### src/rtl/bus_quota_arbiter_if.sv
// Four-master request/grant bundle for bus_quota_arbiter.
// Handshake: each master pulls its req_ low and holds it low until its grnt_ goes low.
// The master keeps req_ low for as long as it wants the bus. It releases the bus by
// driving req_ high again. grnt_ is low for at most one master in any cycle.
//   m*_req_   master -> arbiter, active-low request
//   m*_grnt_  arbiter -> master, active-low registered grant
interface bus_quota_arbiter_if;
    logic m0_req_;
    logic m1_req_;
    logic m2_req_;
    logic m3_req_;
    logic m0_grnt_;
    logic m1_grnt_;
    logic m2_grnt_;
    logic m3_grnt_;

    modport master (
        output m0_req_, m1_req_, m2_req_, m3_req_,
        input  m0_grnt_, m1_grnt_, m2_grnt_, m3_grnt_
    );

    modport slave (
        input  m0_req_, m1_req_, m2_req_, m3_req_,
        output m0_grnt_, m1_grnt_, m2_grnt_, m3_grnt_
    );
endinterface

### src/rtl/bus_quota_arbiter.sv
// Four-master round-robin bus arbiter with a hold quota. Between two owners there is
// always one dead cycle (HANDOVER).
// Ports:
//   clk        rising-edge clock
//   reset      synchronous, active-high reset
//   bus        request/grant bundle (slave side)
//   owner      current or last owner index
//   busy       high while a grant is active
//   preempt    one-cycle pulse in the first HANDOVER cycle after a quota expiry
//   hold_cnt   grant cycles elapsed for the current owner, saturating at HOLD_MAX-1
//   state_dbg  raw FSM state (0 IDLE, 1 GRANT, 2 HANDOVER)
module bus_quota_arbiter #(
    parameter int HOLD_W   = 8,
    parameter int HOLD_MAX = 16
) (
    input  logic               clk,
    input  logic               reset,
    bus_quota_arbiter_if.slave bus,
    output logic [1:0]         owner,
    output logic               busy,
    output logic               preempt,
    output logic [HOLD_W-1:0]  hold_cnt,
    output logic [1:0]         state_dbg
);

    typedef enum logic [1:0] {
        IDLE     = 2'd0,
        GRANT    = 2'd1,
        HANDOVER = 2'd2
    } state_t;

    localparam logic [HOLD_W-1:0] HOLD_LAST = HOLD_W'(HOLD_MAX - 1);

    state_t            state, state_n;
    logic [1:0]        owner_n;
    logic [HOLD_W-1:0] hold_n;
    logic              preempt_n;
    logic [3:0]        grnt_q, grnt_n;

    logic [3:0] req;
    logic [1:0] pick;
    logic       any_req;
    logic       owner_req;
    logic       others_req;

    assign req        = ~{bus.m3_req_, bus.m2_req_, bus.m1_req_, bus.m0_req_};
    assign any_req    = |req;
    assign owner_req  = req[owner];
    assign others_req = |(req & ~(4'b0001 << owner));

    // Search owner+1 .. owner+3 first and the current owner last. A preempted master
    // therefore wins only when nobody else is asking.
    always_comb begin
        logic [1:0] cand;
        logic       found;
        pick  = owner;
        found = 1'b0;
        for (int i = 1; i <= 4; i++) begin
            cand = owner + 2'(i);
            if (!found && req[cand]) begin
                pick  = cand;
                found = 1'b1;
            end
        end
    end

    // State register. The grants are registered from the next-state values, so each
    // grant pin comes straight from a flop.
    always_ff @(posedge clk) begin
        if (reset) begin
            state    <= IDLE;
            owner    <= 2'd3;
            hold_cnt <= '0;
            preempt  <= 1'b0;
            grnt_q   <= 4'hF;
        end else begin
            state    <= state_n;
            owner    <= owner_n;
            hold_cnt <= hold_n;
            preempt  <= preempt_n;
            grnt_q   <= grnt_n;
        end
    end

    // Next-state logic.
    always_comb begin
        state_n   = state;
        owner_n   = owner;
        hold_n    = hold_cnt;
        preempt_n = 1'b0;
        case (state)
            IDLE: begin
                if (any_req) begin
                    state_n = GRANT;
                    owner_n = pick;
                    hold_n  = '0;
                end
            end
            GRANT: begin
                if (!owner_req) begin
                    // A release takes precedence over a quota expiry in the same cycle.
                    state_n = others_req ? HANDOVER : IDLE;
                end else if (others_req && hold_cnt == HOLD_LAST) begin
                    state_n   = HANDOVER;
                    preempt_n = 1'b1;
                end else if (hold_cnt != HOLD_LAST) begin
                    hold_n = hold_cnt + 1'b1;
                end
            end
            HANDOVER: begin
                if (any_req) begin
                    state_n = GRANT;
                    owner_n = pick;
                    hold_n  = '0;
                end else begin
                    state_n = IDLE;
                end
            end
            default: state_n = IDLE;
        endcase
        grnt_n = (state_n == GRANT) ? ~(4'b0001 << owner_n) : 4'hF;
    end

    // Output decode.
    always_comb begin
        busy      = (state == GRANT);
        state_dbg = state;
    end

    assign bus.m0_grnt_ = grnt_q[0];
    assign bus.m1_grnt_ = grnt_q[1];
    assign bus.m2_grnt_ = grnt_q[2];
    assign bus.m3_grnt_ = grnt_q[3];

endmodule

### src/flat_wrapper.sv
// flat-port wrapper written by rule: the top's interface ports become plain ports
module bus_quota_arbiter_flat 
#(
    parameter int HOLD_W   = 8,
    parameter int HOLD_MAX = 16
)
  (clk, reset, owner, busy, preempt, hold_cnt, state_dbg, bus_m0_req_, bus_m1_req_, bus_m2_req_, bus_m3_req_, bus_m0_grnt_, bus_m1_grnt_, bus_m2_grnt_, bus_m3_grnt_);
  bus_quota_arbiter_if bus_i ();
  input  logic clk;
  input  logic reset;
  output logic [1:0] owner;
  output logic busy;
  output logic preempt;
  output logic [HOLD_W-1:0] hold_cnt;
  output logic [1:0] state_dbg;
  input wire logic [$bits(bus_i.m0_req_)-1:0] bus_m0_req_;
  input wire logic [$bits(bus_i.m1_req_)-1:0] bus_m1_req_;
  input wire logic [$bits(bus_i.m2_req_)-1:0] bus_m2_req_;
  input wire logic [$bits(bus_i.m3_req_)-1:0] bus_m3_req_;
  output wire logic [$bits(bus_i.m0_grnt_)-1:0] bus_m0_grnt_;
  output wire logic [$bits(bus_i.m1_grnt_)-1:0] bus_m1_grnt_;
  output wire logic [$bits(bus_i.m2_grnt_)-1:0] bus_m2_grnt_;
  output wire logic [$bits(bus_i.m3_grnt_)-1:0] bus_m3_grnt_;
  assign bus_i.m0_req_ = bus_m0_req_;
  assign bus_i.m1_req_ = bus_m1_req_;
  assign bus_i.m2_req_ = bus_m2_req_;
  assign bus_i.m3_req_ = bus_m3_req_;
  assign bus_m0_grnt_ = bus_i.m0_grnt_;
  assign bus_m1_grnt_ = bus_i.m1_grnt_;
  assign bus_m2_grnt_ = bus_i.m2_grnt_;
  assign bus_m3_grnt_ = bus_i.m3_grnt_;
  bus_quota_arbiter #(.HOLD_W(HOLD_W), .HOLD_MAX(HOLD_MAX)) u_core (.clk(clk), .reset(reset), .bus(bus_i), .owner(owner), .busy(busy), .preempt(preempt), .hold_cnt(hold_cnt), .state_dbg(state_dbg));
endmodule
### config.mk
export PLATFORM = sky130hd
export DESIGN_NAME = bus_quota_arbiter_flat
export DESIGN_NICKNAME = d
export VERILOG_FILES = /design/src/rtl/bus_quota_arbiter_if.sv /design/src/rtl/bus_quota_arbiter.sv /design/src/flat_wrapper.sv
export SDC_FILE = /design/constraint.sdc
export NUM_CORES = 1
export LEC_CHECK = 0
export CAP_MARGIN = 20
export CORE_MARGIN = 2
export CORE_UTILIZATION = 25
export DETAILED_ROUTE_END_ITERATION = 12
export HOLD_SLACK_MARGIN = 0.02
export MAX_ROUTING_LAYER = met4
export PLACE_DENSITY = 0.45
export SLEW_MARGIN = 10
export SYNTH_ARGS = -nofsm -noshare
export SYNTH_HDL_FRONTEND = slang
export SYNTH_SLANG_ARGS = --single-unit
### constraint.sdc
create_clock -name clk -period 2.1 [get_ports clk]
set_input_delay 0.42 -clock clk [delete_from_list [all_inputs] [get_ports clk]]
set_output_delay 0.42 -clock clk [all_outputs]
set_load 0.01 [all_outputs]
==> impl_results.md <==
- Number of setup violations in the final report: 0
- Post-synth top area share: 35.0%
- Clock net sink count: 17
- Clock tree from TritonCTS: done
- Placed cell count: 189
- Hold Violations, Final: 0
- CP endpoint kind: flop
- Syn_nets: 116
- Cell at the root of the clock tree: sky130_fd_sc_hd__clkbuf_8
- Layout Skew: 0.000946 ns
- Skew-Pair Late Insertion Delay: 0.25 ns
- Maximum number of pins on one net before global-route repair: 11
- I/O pin count: 24
- Period utilization: 98.0%
- All-Layer GR Usage: 11.7%
- Number of violations reported at the end of detailed-routing iteration 0: 25
- Total standard cell area after synthesis: 973 µm²
- Slowest cell delay on critical path: 0.50 ns
- Fraction of the mapped netlist area in simple logic gates: 19.3%
- Total setup buffers inserted after CTS: 0
- Final routed wire length divided by cell count: 11.9 µm
- Cts hold-fix bufs: 0
- Detailed Route WL: 2300 µm
- Relative area change from synthesis to final layout: 45.9%
- Power Dens Cells: 740 nW/µm²
- Ranking of synthesized cells by area: sky130_fd_sc_hd__dfxtp_1 (35%), sky130_fd_sc_hd__ha_1 (6.4%), sky130_fd_sc_hd__mux4_1 (5.4%), sky130_fd_sc_hd__xor2_1 (4.5%), sky130_fd_sc_hd__nor2_1 (4.2%)
- Highest-delay cell along the critical path: sky130_fd_sc_hd__mux4_1
- Setup repair after global routing missed its margin: true
- Final worst path period need: 2.06 ns
- Share of synthesized cell area in full adder, half adder and majority cells: 6.43%
- Antenna violations before repair: 0
- Synthesized-area fraction occupied by ao, oa, aoi and oai cells: 19.4%
- Path class of the lowest-slack min-delay path: flop to flop
- Largest vdd supply drop: 0.000256 V
- Worst hold slack: 0.515 ns
- Standard-cell row count: 22
- Slew HR: 74.1%
- Net count reported at finish: 157
- Initial core utilization: 26.2%
- Worst Setup Path Type: input port to flop
- Estimated wirelength of the detail-placed design: 1790 µm
- Maximum root-to-sink buffer count: 2
- Worst path cell trace: clkdlybuf4s50_1 -> buf_4 -> mux4_1 -> a21oi_1 -> o2bb2ai_1 -> or3b_1
- Highest clock rate: 486 MHz
- Area of the die: 4410 µm²
- Number of buffers created by CTS: 3
- Synth Flop Type: sky130_fd_sc_hd__dfxtp_1
- Tightest Pin Transition: 0.384 ns
- Number of enable-type register cells in the synthesized netlist: 0
- Aggregate global routing overflow: 0
- Result of the run: complete, no violations
- XOR/XNOR share of the synthesized area: 4.50%
- Data required time of the worst path: 2.23 ns
- Clock transition at path regs: 0.06 ns
- Part of the Yosys area used for sequential elements: 35.0%
- Static Leak: 0.564 nW
- Final number of max-transition violations: 0
- Share of flip-flops with an asynchronous set or reset after synthesis: 0%
- Number of I/O port buffers: 23
- Post-detailed-route via-to-cell ratio: 4.67
- Register bit count reported by yosys: 17
- Global-route wire length before repair: 3830 µm
- Fin cells: 193
- Worst-path fanout max: 7
- Dominant combinational cell family by area after synthesis: compound AO/OA/AOI/OAI gates
- Average instance area after synthesis: 9.27 µm²
- Number of distinct standard cells referenced by the synthesized netlist: 38
- Arrival time of the worst setup path: 2.19 ns
- First-pass iteration count of the detailed router: 4
- Floorplan core area: 3720 µm²
- Number of warnings issued by yosys: 0
- Dominant cell type by area after synthesis: sky130_fd_sc_hd__dfxtp_1
- Antenna viol nets, final: 0
- Element type at the critical path start: input port
- CTS H-tree depth: 1
- Die extent in y: 66.4 µm
- Count of unresolved DRC violations after routing: 0
- Mapped Cells: 105
- Final Instance Area: 1420 µm²
- Mux cell area share after synthesis: 10.9%
- Number of maximum-capacitance constraint violations: 0
- Global placement routability congestion: 0.826
- Share of layout cells above drive strength 1: 22.8%
- Number of global-route vias before repair: 825
- X dimension of the die: 66.4 µm
- Antenna fix cells: 0
- Vias: 901
- Cell Area, Placed: 1360 µm²
==> state kept, by name, summed over array words and instances, names as in the netlist <==
register,count
u_core.grnt_q,4
u_core.hold_cnt,8
u_core.owner,2
u_core.preempt,1
u_core.state_dbg,2
==> area by class of cell <==
type | instances | area (µm²)
inverter | 6 | 22.5
timing repair buffer | 39 | 350
clock inverter | 1 | 5.00
sequential | 17 | 343
multi-input combinational | 79 | 598
tap | 48 | 60.1
clock buffer | 3 | 41.3
fill | 373 | 2300
==> cells by family (layout without fill, tap and decap cells) <==
group           count (synthesis)  count (layout)
simple gates                   38              38
flops                          17              17
compound gates                 25              25
fa+ha+maj                       5               5
buf+inv                         9              49
xor+xnor                        5               5
mux                             6               6
==> metal layers <==
layer	track usage, %	up-vias	wire (µm)
met5	-	-	0
met4	3.06	0	17
met3	3.58	2	81
met2	17.1	20	1010
met1	15.7	417	1190
li1	-	462	-
==> cells in the mapped netlist (2+ instances only) <==
cell,count
sky130_fd_sc_hd__nand3b_1,2
sky130_fd_sc_hd__xor2_1,5
sky130_fd_sc_hd__nand2b_1,2
sky130_fd_sc_hd__o22ai_1,2
sky130_fd_sc_hd__mux4_1,2
sky130_fd_sc_hd__inv_1,6
sky130_fd_sc_hd__nor2_1,11
sky130_fd_sc_hd__or3b_1,2
sky130_fd_sc_hd__o21ai_0,2
sky130_fd_sc_hd__nand3_1,3
sky130_fd_sc_hd__o211ai_1,3
sky130_fd_sc_hd__a21oi_1,6
sky130_fd_sc_hd__o2111ai_1,2
sky130_fd_sc_hd__dfxtp_1,17
sky130_fd_sc_hd__mux2i_1,2
sky130_fd_sc_hd__and3_1,2
sky130_fd_sc_hd__or2_2,2
sky130_fd_sc_hd__ha_1,5
sky130_fd_sc_hd__nand2_1,10
==> power by group <==
part / switching [mW] / internal, mW
registers: 0.0245 / 0.353
logic: 0.200 / 0.232
clock network: 0.109 / 0.132
total: 0.334 / 0.717
==> cell usage in the layout, fill, tap and decap left out, types with 2 or more instances in the layout <==
master / n
sky130_fd_sc_hd__buf_4: 16
sky130_fd_sc_hd__dfxtp_1: 15
sky130_fd_sc_hd__o211ai_1: 3
sky130_fd_sc_hd__clkdlybuf4s50_1: 23
sky130_fd_sc_hd__ha_1: 5
sky130_fd_sc_hd__xor2_1: 5
sky130_fd_sc_hd__o2111ai_1: 2
sky130_fd_sc_hd__clkbuf_8: 3
sky130_fd_sc_hd__and3_1: 2
sky130_fd_sc_hd__dfxtp_2: 2
sky130_fd_sc_hd__nand3b_1: 2
sky130_fd_sc_hd__or3b_1: 2
sky130_fd_sc_hd__nand3_1: 3
sky130_fd_sc_hd__nand2_1: 10
sky130_fd_sc_hd__or2_2: 2
sky130_fd_sc_hd__o22ai_1: 2
sky130_fd_sc_hd__nor2_1: 10
sky130_fd_sc_hd__mux4_2: 2
sky130_fd_sc_hd__nand2b_1: 2
sky130_fd_sc_hd__a21oi_1: 6
sky130_fd_sc_hd__inv_1: 6
==> worst max-delay path: cells and delay by family <==
| kind | cells | cell delay (ns) |
|---|---|---|
| multiplexers | 1 | 0.50 |
| AO/OA/AOI/OAI | 2 | 0.30 |
| buffers and inverters | 2 | 0.62 |
| AND/OR/NAND/NOR | 1 | 0.36 |
==> through the flow <==
step	power [mW]	utilization, %	setup slack (ns)	setup TNS [ns]
global route	1.12	38.2	-0.0242	-0.0242
CTS	1.04	37.8	0.00583	0
floorplan	0.617	-	0.0625	0
global placement	0.800	36.7	-0.266	-1.34
detailed placement	0.799	36.7	-0.318	-1.72
finish	1.05	38.2	0.0430	0
==> final timing paths <==
kind | from | endpoint | slack, ns | depth (start not counted)
worst max-delay path | bus_m2_req_ | u_core.grnt_q[0] | 0.04 | 6
worst min register to register | u_core.hold_cnt[1] | u_core.hold_cnt[1] | 0.51 | 2
worst min-delay path | u_core.hold_cnt[1] | u_core.hold_cnt[1] | 0.51 | 2
worst max register to register | u_core.owner[0] | u_core.grnt_q[0] | 0.15 | 7
==> timing repair <==
action / CTS / global route
endpoints found under the setup margin: 1 / 7
gates resized for setup: 1 / 6
pin swaps: 0 / 0
Note: power is estimated with default switching activity, not from simulation.
